===== src/rtl/fmeter_pkg.sv =====
// Shared defaults and gate state encoding for the reciprocal frequency meter.
package fmeter_pkg;

    localparam int unsigned FM_WIDTH_DEF = 20;
    localparam int unsigned FM_SYNC_DEF  = 2;
    localparam int unsigned FM_SYNC_MIN  = 2;

    typedef enum logic {
        GATE_CLOSED = 1'b0,
        GATE_OPEN   = 1'b1
    } gate_e;

endpackage


===== src/rtl/fmeter_sync_edge_det.sv =====
// Multi-flop synchroniser for an asynchronous input followed by a one-cycle
// rising-edge pulse; synchronous active-high clear zeroes every flop.
module fmeter_sync_edge_det
    import fmeter_pkg::*;
#(
    parameter int unsigned STAGES = FM_SYNC_DEF
) (
    input  logic i_clk,
    input  logic i_clr,
    input  logic i_d,
    output logic o_rise_c
);

    // Fewer than two stages is not a safe synchroniser, so clamp upward.
    localparam int unsigned N = (STAGES < FM_SYNC_MIN) ? FM_SYNC_MIN : STAGES;

    logic [N-1:0] r_sync;
    logic         r_hist;

    always_ff @(posedge i_clk) begin
        if (i_clr) begin
            r_sync <= '0;
            r_hist <= 1'b0;
        end else begin
            r_sync <= {r_sync[N-2:0], i_d};
            r_hist <= r_sync[N-1];
        end
    end

    assign o_rise_c = r_sync[N-1] & ~r_hist;

endmodule


===== src/rtl/fmeter.sv =====
// Equal-precision frequency meter: gate opens/closes on synchronised fx rising
// edges, counting whole fx periods (cntx) and reference cycles (cnts) inside it.
module fmeter
    import fmeter_pkg::*;
#(
    parameter int unsigned WIDTH       = FM_WIDTH_DEF,
    parameter int unsigned SYNC_STAGES = FM_SYNC_DEF
) (
    input  logic             fs,
    input  logic             clr,
    input  logic             fx,
    input  logic             ss,
    output logic             sta,
    output logic             ovx,
    output logic             ovs,
    output logic [WIDTH-1:0] cntx,
    output logic [WIDTH-1:0] cnts
);

    gate_e            r_state;
    gate_e            w_state_nxt;
    logic             w_rise;
    logic             w_cnts_en;
    logic             w_cntx_en;
    logic [WIDTH-1:0] r_cntx;
    logic [WIDTH-1:0] r_cnts;
    logic             r_ovx;
    logic             r_ovs;

    fmeter_sync_edge_det #(
        .STAGES (SYNC_STAGES)
    ) u_sync (
        .i_clk    (fs),
        .i_clr    (clr),
        .i_d      (fx),
        .o_rise_c (w_rise)
    );

    always_ff @(posedge fs) begin
        if (clr) begin
            r_state <= GATE_CLOSED;
        end else begin
            r_state <= w_state_nxt;
        end
    end

    // Gate only changes on an fx rising edge, taking the current ss request.
    always_comb begin
        w_state_nxt = r_state;
        w_cnts_en   = 1'b0;
        w_cntx_en   = 1'b0;
        case (r_state)
            GATE_CLOSED: begin
                if (w_rise && ss) begin
                    w_state_nxt = GATE_OPEN;
                end
            end
            GATE_OPEN: begin
                w_cnts_en = 1'b1;
                w_cntx_en = w_rise;
                if (w_rise && !ss) begin
                    w_state_nxt = GATE_CLOSED;
                end
            end
            default: begin
                w_state_nxt = GATE_CLOSED;
            end
        endcase
    end

    // Saturating counters with sticky overflow flags.
    always_ff @(posedge fs) begin
        if (clr) begin
            r_cntx <= '0;
            r_cnts <= '0;
            r_ovx  <= 1'b0;
            r_ovs  <= 1'b0;
        end else begin
            if (w_cnts_en) begin
                if (&r_cnts) begin
                    r_ovs <= 1'b1;
                end else begin
                    r_cnts <= r_cnts + WIDTH'(1);
                end
            end
            if (w_cntx_en) begin
                if (&r_cntx) begin
                    r_ovx <= 1'b1;
                end else begin
                    r_cntx <= r_cntx + WIDTH'(1);
                end
            end
        end
    end

    assign sta  = (r_state == GATE_OPEN);
    assign ovx  = r_ovx;
    assign ovs  = r_ovs;
    assign cntx = r_cntx;
    assign cnts = r_cnts;

endmodule


===== config.mk =====
export PLATFORM = sky130hd
export DESIGN_NAME = fmeter
export DESIGN_NICKNAME = d
export VERILOG_FILES = /design/src/rtl/fmeter_pkg.sv /design/src/rtl/fmeter_sync_edge_det.sv /design/src/rtl/fmeter.sv
export SDC_FILE = /design/constraint.sdc
export NUM_CORES = 1
export LEC_CHECK = 0
export ABC_AREA = 0
export ABC_CLOCK_PERIOD_IN_PS = 3700
export CORE_MARGIN = 2
export CORE_UTILIZATION = 30
export DETAILED_ROUTE_END_ITERATION = 6
export GPL_TIMING_DRIVEN = 1
export PLACE_DENSITY = 0.5
export SYNTH_ARGS = -nofsm -noshare
export SYNTH_HDL_FRONTEND = slang
export SYNTH_SLANG_ARGS = --single-unit

===== constraint.sdc =====
create_clock -name fs -period 3.7 [get_ports fs]
set_clock_uncertainty 0.2 [all_clocks]
set_input_delay 1.11 -clock fs [delete_from_list [all_inputs] [get_ports fs]]
set_output_delay 1.11 -clock fs [all_outputs]
set_load 0.1 [all_outputs]

==> impl_metrics.json, run 1 <==
{
  "status": "complete, no violations",
  "final_nets": 329,
  "instances_no_fill": 429,
  "antenna_found_initial": 0,
  "timing_worst_slew_pin_value_ns": 0.837,
  "place_congestion": 0.747,
  "drt_iter0_markers": 64,
  "dieArea_um2": 9080,
  "synth_top_family_by_area": "simple AND/OR/NAND/NOR gates",
  "hold_viol_final": 0,
  "drv_cap": 0,
  "synth-simple-area-share_pct": 31.9,
  "regArea_um2": 921,
  "crit_chain": "buf_4",
  "p_leak_nw": 1.21,
  "synth_compound_area_share_pct": 14.6,
  "synthTopCellsByArea": "dfxtp_1 (37%), mux2_2 (8.1%), nor2b_1 (6.5%)",
  "synth_enable_flop_cells": 0,
  "drt_first_pass_iters": 4,
  "path_clk_slew_ns": 0.08,
  "clockRootBuffer": "clkbuf_8",
  "syn2layout_area_growth_pct": 20.6,
  "finalPower_uw": 852,
  "syn_inst": 281,
  "grt_pass1_vias": 2025,
  "tritoncts": "built",
  "rsz0062_at_grt": "no",
  "vdd_ir_drop_max_v": 0.000136,
  "yosysSeqAreaShare_pct": 36.8,
  "crit_arrival_ns": 1.20,
  "drive_gt1_share_pct": 27.8,
  "start_kind": "flop",
  "multi_input_area_um2": 1500,
  "worst_slack_ns": 1.19,
  "grt-ovfl-total": 0,
  "htreeDepth": 2,
  "vias": 2194,
  "muxShareOfSynthArea_pct": 12.3,
  "critPathTopFamily": "flip-flops",
  "fin_crit_sh_pct": 67.8,
  "critPathMaxFanout": 10,
  "dp_slack_ns": 1.24,
  "dp.cells": 421,
  "finalSetupViolCount": 0,
  "ys.flop_type": "dfxtp_1",
  "maxSlewViolCount": 0,
  "port_buffers": 46,
  "post_cts_buffers": 0,
  "core-area_um2": 8130,
  "cpPeakStageDelay_ns": 0.53,
  "cp_slowest_cell": "dfxtp_1",
  "wire_per_inst_um": 13.7,
  "hp-class": "reg -> reg",
  "nFillCells": 842,
  "cts_sinks": 46,
  "grt_use_total_pct": 13.3,
  "drc": 0,
  "ant_nets": 0,
  "ys_ff_latch": 46,
  "path_class": "reg -> out",
  "cp.buffers_inverters": 1,
  "holdBufCountCts": 0,
  "synth_top_area_share_pct": 36.8,
  "place.detailed.hpwl_mm": 4.18,
  "grt_max_degree": 27,
  "syn-cell-area_um2": 2500,
  "async_flop_share_pct": 0,
  "ctsResizeCount": 0,
  "syn_area_per_cell_um2": 8.90,
  "relSlewSlack_pct": 44.0,
  "wirelength_mm": 5.89,
  "period_needed_ns": 2.51,
  "yosysUniqueCellTypes": 44,
  "tns_ns": 0,
  "min_from": "u_sync.r_sync[0]",
  "rows": 33,
  "synthAdderAreaFrac_pct": 1.00,
  "end_kind": "output port",
  "die_w_um": 95.3,
  "yosys_warnings": 0,
  "fmaxAchievable_ghz": 0.399,
  "clock_path_buffers": 2,
  "yosysTopAreaCell": "dfxtp_1",
  "synth_fp_nets": 287,
  "antenna_cells": 0,
  "grt_pass1_wl_mm": 9.50,
  "startpoint": "cnts[4]",
  "vias_per_cell": 5.11,
  "io_pins": 47,
  "p_per_area_nw_per_um2": 283,
  "die_h_um": 95.3,
  "clk-insertion-delay-late_ns": 0.30,
  "yosys.area_share.xor_xnor_pct": 0,
  "cts_made_buffers": 5,
  "worstPathRequired_ns": 2.39,
  "start_util_pct": 30.7
}
[final timing paths]
kind	endpoint	slack (ns)	cells past startpoint
setup / recovery	cnts[4]	1.19	1
hold / removal	u_sync.r_sync[1]	0.25	1
setup reg to reg	cntx[18]	1.34	4
hold reg to reg	u_sync.r_sync[1]	0.25	1
[cells by family (layout without fill, tap and decap cells)]
kind of cell    Yosys count  count (layout)
compound gates           53              53
flops                    46              46
simple gates            137             137
mux                      26              26
buf+inv                  17              60
fa+ha+maj                 2               2
[power by group]
part | switching [mW] | total [mW] | internal [mW]
clock | 0.169 | 0.320 | 0.151
sequential | 0.00176 | 0.499 | 0.497
combinational | 0.0242 | 0.0341 | 0.00991
total | 0.195 | 0.852 | 0.658
[cells in the mapped netlist, types with 4 or more instances]
master / n
a21oi_2: 5
a211oi_1: 8
and3_1: 5
inv_1: 4
and4_1: 10
mux2_4: 5
nand3_1: 13
nor3_1: 4
or4_1: 4
nand2_1: 18
dfxtp_1: 46
mux2_2: 18
nor2b_1: 26
a21oi_1: 18
o31ai_1: 4
nor2_1: 29
clkbuf_1: 6
nand4_1: 11
[routing by layer]
metal	GRT usage [%]	up-vias	part of all wire (%)
met5	0	-	0
met4	4.35	0	1.3
met3	3.08	8	4.2
met2	21.6	47	45
met1	17.3	1015	50
li1	-	1124	-
[sequential cells by signal, summed over array words and instances, names as in the netlist, named ones only]
signal,flops
ovx,1
cntx,20
u_sync.r_sync,2
cnts,20
ovs,1
u_sync.r_hist,1
[area by class of cell]
class                           count  share of cell area, %
Multi-Input combinational cell    218                   49.6
Tap cell                          105                   4.36
Clock inverter                      1                  0.166
Sequential cell                    46                   30.5
Timing Repair Buffer               48                   12.0
Inverter                            4                  0.498
Clock buffer                        7                   2.86
[layout by cell type (no fill, tap or decap), types with 2 or more instances in the layout]
master           instances
dfxtp_1                 46
buf_4                   45
nor2_1                  29
nor2b_1                 26
nand2_1                 18
mux2_2                  18
a21oi_1                 18
nand3_1                 13
nand4_1                 11
and4_1                  10
a211oi_1                 8
clkbuf_8                 6
and3_1                   5
a21oi_2                  5
mux2_4                   5
nor3_1                   4
inv_1                    4
o31ai_1                  4
or4_1                    4
nand4_2                  3
mux2i_1                  3
o41ai_1                  3
o21ai_0                  3
or3_1                    3
nor3_4                   2
a31oi_1                  2
a21boi_1                 2
a21boi_0                 2
nor4_1                   2
o21bai_1                 2
o311ai_0                 2
ha_1                     2
clkdlybuf4s50_1          2
[metrics by stage]
step           instance area (um2)  hold slack [ns]  utilization (%)
2_1_floorplan                 2500            0.214                -
5_1_grt                       3020            0.262             37.1
4_1_cts                       3020            0.255             37.1
6_report                      3020            0.249             37.1
3_5_place_dp                  2930            0.234             36.0
3_3_place_gp                  2930            0.218             36.0
Note: power is estimated with default switching activity, not from simulation.
==> run 2: changes to the inputs <==
Settings changed: ABC_CLOCK_PERIOD_IN_PS 3700 to 2350.
Clock period 3.7 ns to 2.35 ns, I/O delays scaled along.
==> impl_metrics.json, run 2 (same netlist as run 1, synthesis figures left out) <==
{
  "die_w_um": 95.3,
  "period_needed_ns": 2.19,
  "dpl_cell_area_um2": 3560,
  "timing_worst_slew_pin_value_ns": 0.438,
  "rows": 33,
  "cp_slowest_cell": "a2111oi_2",
  "drive_gt1_share_pct": 41.8,
  "clock_path_buffers": 2,
  "cts_made_buffers": 5,
  "p_per_area_nw_per_um2": 374,
  "dp.cells": 427,
  "core-area_um2": 8130,
  "hold_viol_final": 0,
  "drt_first_pass_iters": 4,
  "cts_sinks": 46,
  "end_kind": "flop",
  "fin_crit_sh_pct": 93.3,
  "finalPower_mw": 1.37,
  "crit_chain": "ha_1 > and3_1 > and2_2 > a2111oi_2 > mux2_2",
  "clockRootBuffer": "clkbuf_8",
  "syn2layout_area_growth_pct": 46.1,
  "utilization_pct": 44.9,
  "grt_max_degree": 35,
  "dieArea_um2": 9080,
  "finalSetupViolCount": 0,
  "grt-ovfl-total": 0,
  "maxSlewViolCount": 0,
  "clk-insertion-delay-late_ns": 0.31,
  "antenna_found_initial": 0,
  "wire_per_inst_um": 14.1,
  "hp-class": "reg -> reg",
  "die_h_um": 95.3,
  "dp_slack_ns": 0.151,
  "vias_per_cell": 5.17,
  "grt_pass1_vias": 2091,
  "io_pins": 47,
  "status": "complete, no violations",
  "cp.buffers_inverters": 0,
  "critPathMaxFanout": 14,
  "path_class": "reg -> reg",
  "holdWs_ns": 0.245,
  "holdBufCountCts": 0,
  "critPathTopFamily": "simple AND/OR/NAND/NOR gates",
  "worst_slack_ns": 0.158,
  "instances_no_fill": 435,
  "rsz0062_at_grt": "no",
  "place_congestion": 0.819,
  "antenna_cells": 0,
  "relSlewSlack_pct": 70.6,
  "postLayoutCellArea_um2": 3650,
  "vias": 2249,
  "tns_ns": 0,
  "fmaxAchievable_ghz": 0.456,
  "place.detailed.hpwl_mm": 4.45,
  "nFillCells": 762,
  "ant_nets": 0,
  "grt_use_total_pct": 14.6,
  "start_util_pct": 30.7,
  "final_cell_mix": "buf_12 (43), dfxtp_2 (41), nor2_1 (29)",
  "final_nets": 335,
  "mostFrequentLayoutCell": "buf_12",
  "drc": 0,
  "port_buffers": 46,
  "htreeDepth": 2,
  "start_kind": "flop",
  "worstPathRequired_ns": 2.35,
  "vdd_ir_drop_max_v": 0.000200,
  "p_leak_nw": 1.37,
  "ctsResizeCount": 0,
  "drv_cap": 0,
  "post_cts_buffers": 0,
  "wirelength_mm": 6.11,
  "path_clk_slew_ns": 0.09,
  "crit_arrival_ns": 2.19,
  "drt_iter0_markers": 119,
  "cpPeakStageDelay_ns": 0.42,
  "grt_pass1_wl_mm": 10.4,
  "tritoncts": "built"
}
==> run 2: changes by cell type in the layout (fill, tap and decap cells not counted) <==
cell	previous run	this run
buf_12	0	43
dfxtp_2	0	41
buf_4	45	8
clkinvlp_4	0	1
dfxtp_1	46	5
clkbuf_1	1	0
==> run 2: worst paths after layout <==
check,from,end,slack [ns],depth (start not counted)
hold / removal,u_sync.r_sync[0],u_sync.r_sync[1],0.24,1
hold reg to reg,u_sync.r_sync[0],u_sync.r_sync[1],0.24,1
setup / recovery,cntx[0],cntx[15],0.16,5
setup reg to reg,cntx[0],cntx[15],0.16,5
==> run 2: layout make-up <==
class	instances	area (um2)	area share, %
repair buffers	54	946	25.9
multi-input cells	218	1500	40.9
clock buffers	6	82.6	2.26
inverters	4	15.0	0.411
flip-flops and latches	46	972	26.6
clock inverters	2	12.5	0.342
well taps	105	131	3.59
==> run 2: where the power goes <==
group / total [mW] / internal, mW / switching (mW)
logic: 0.0596 / 0.0208 / 0.0388
registers: 0.786 / 0.782 / 0.00369
clock network: 0.522 / 0.237 / 0.285
total: 1.37 / 1.04 / 0.327
==> run 2: per-layer routing <==
| metal | wire length (um) | vias to the layer above | GRT usage [%] |
|---|---|---|---|
| met5 | 0 | - | 0 |
| met2 | 2760 | 49 | 21.9 |
| met1 | 2960 | 1056 | 20.5 |
| li1 | - | 1137 | - |
| met3 | 320 | 7 | 3.95 |
| met4 | 75 | 0 | 4.35 |
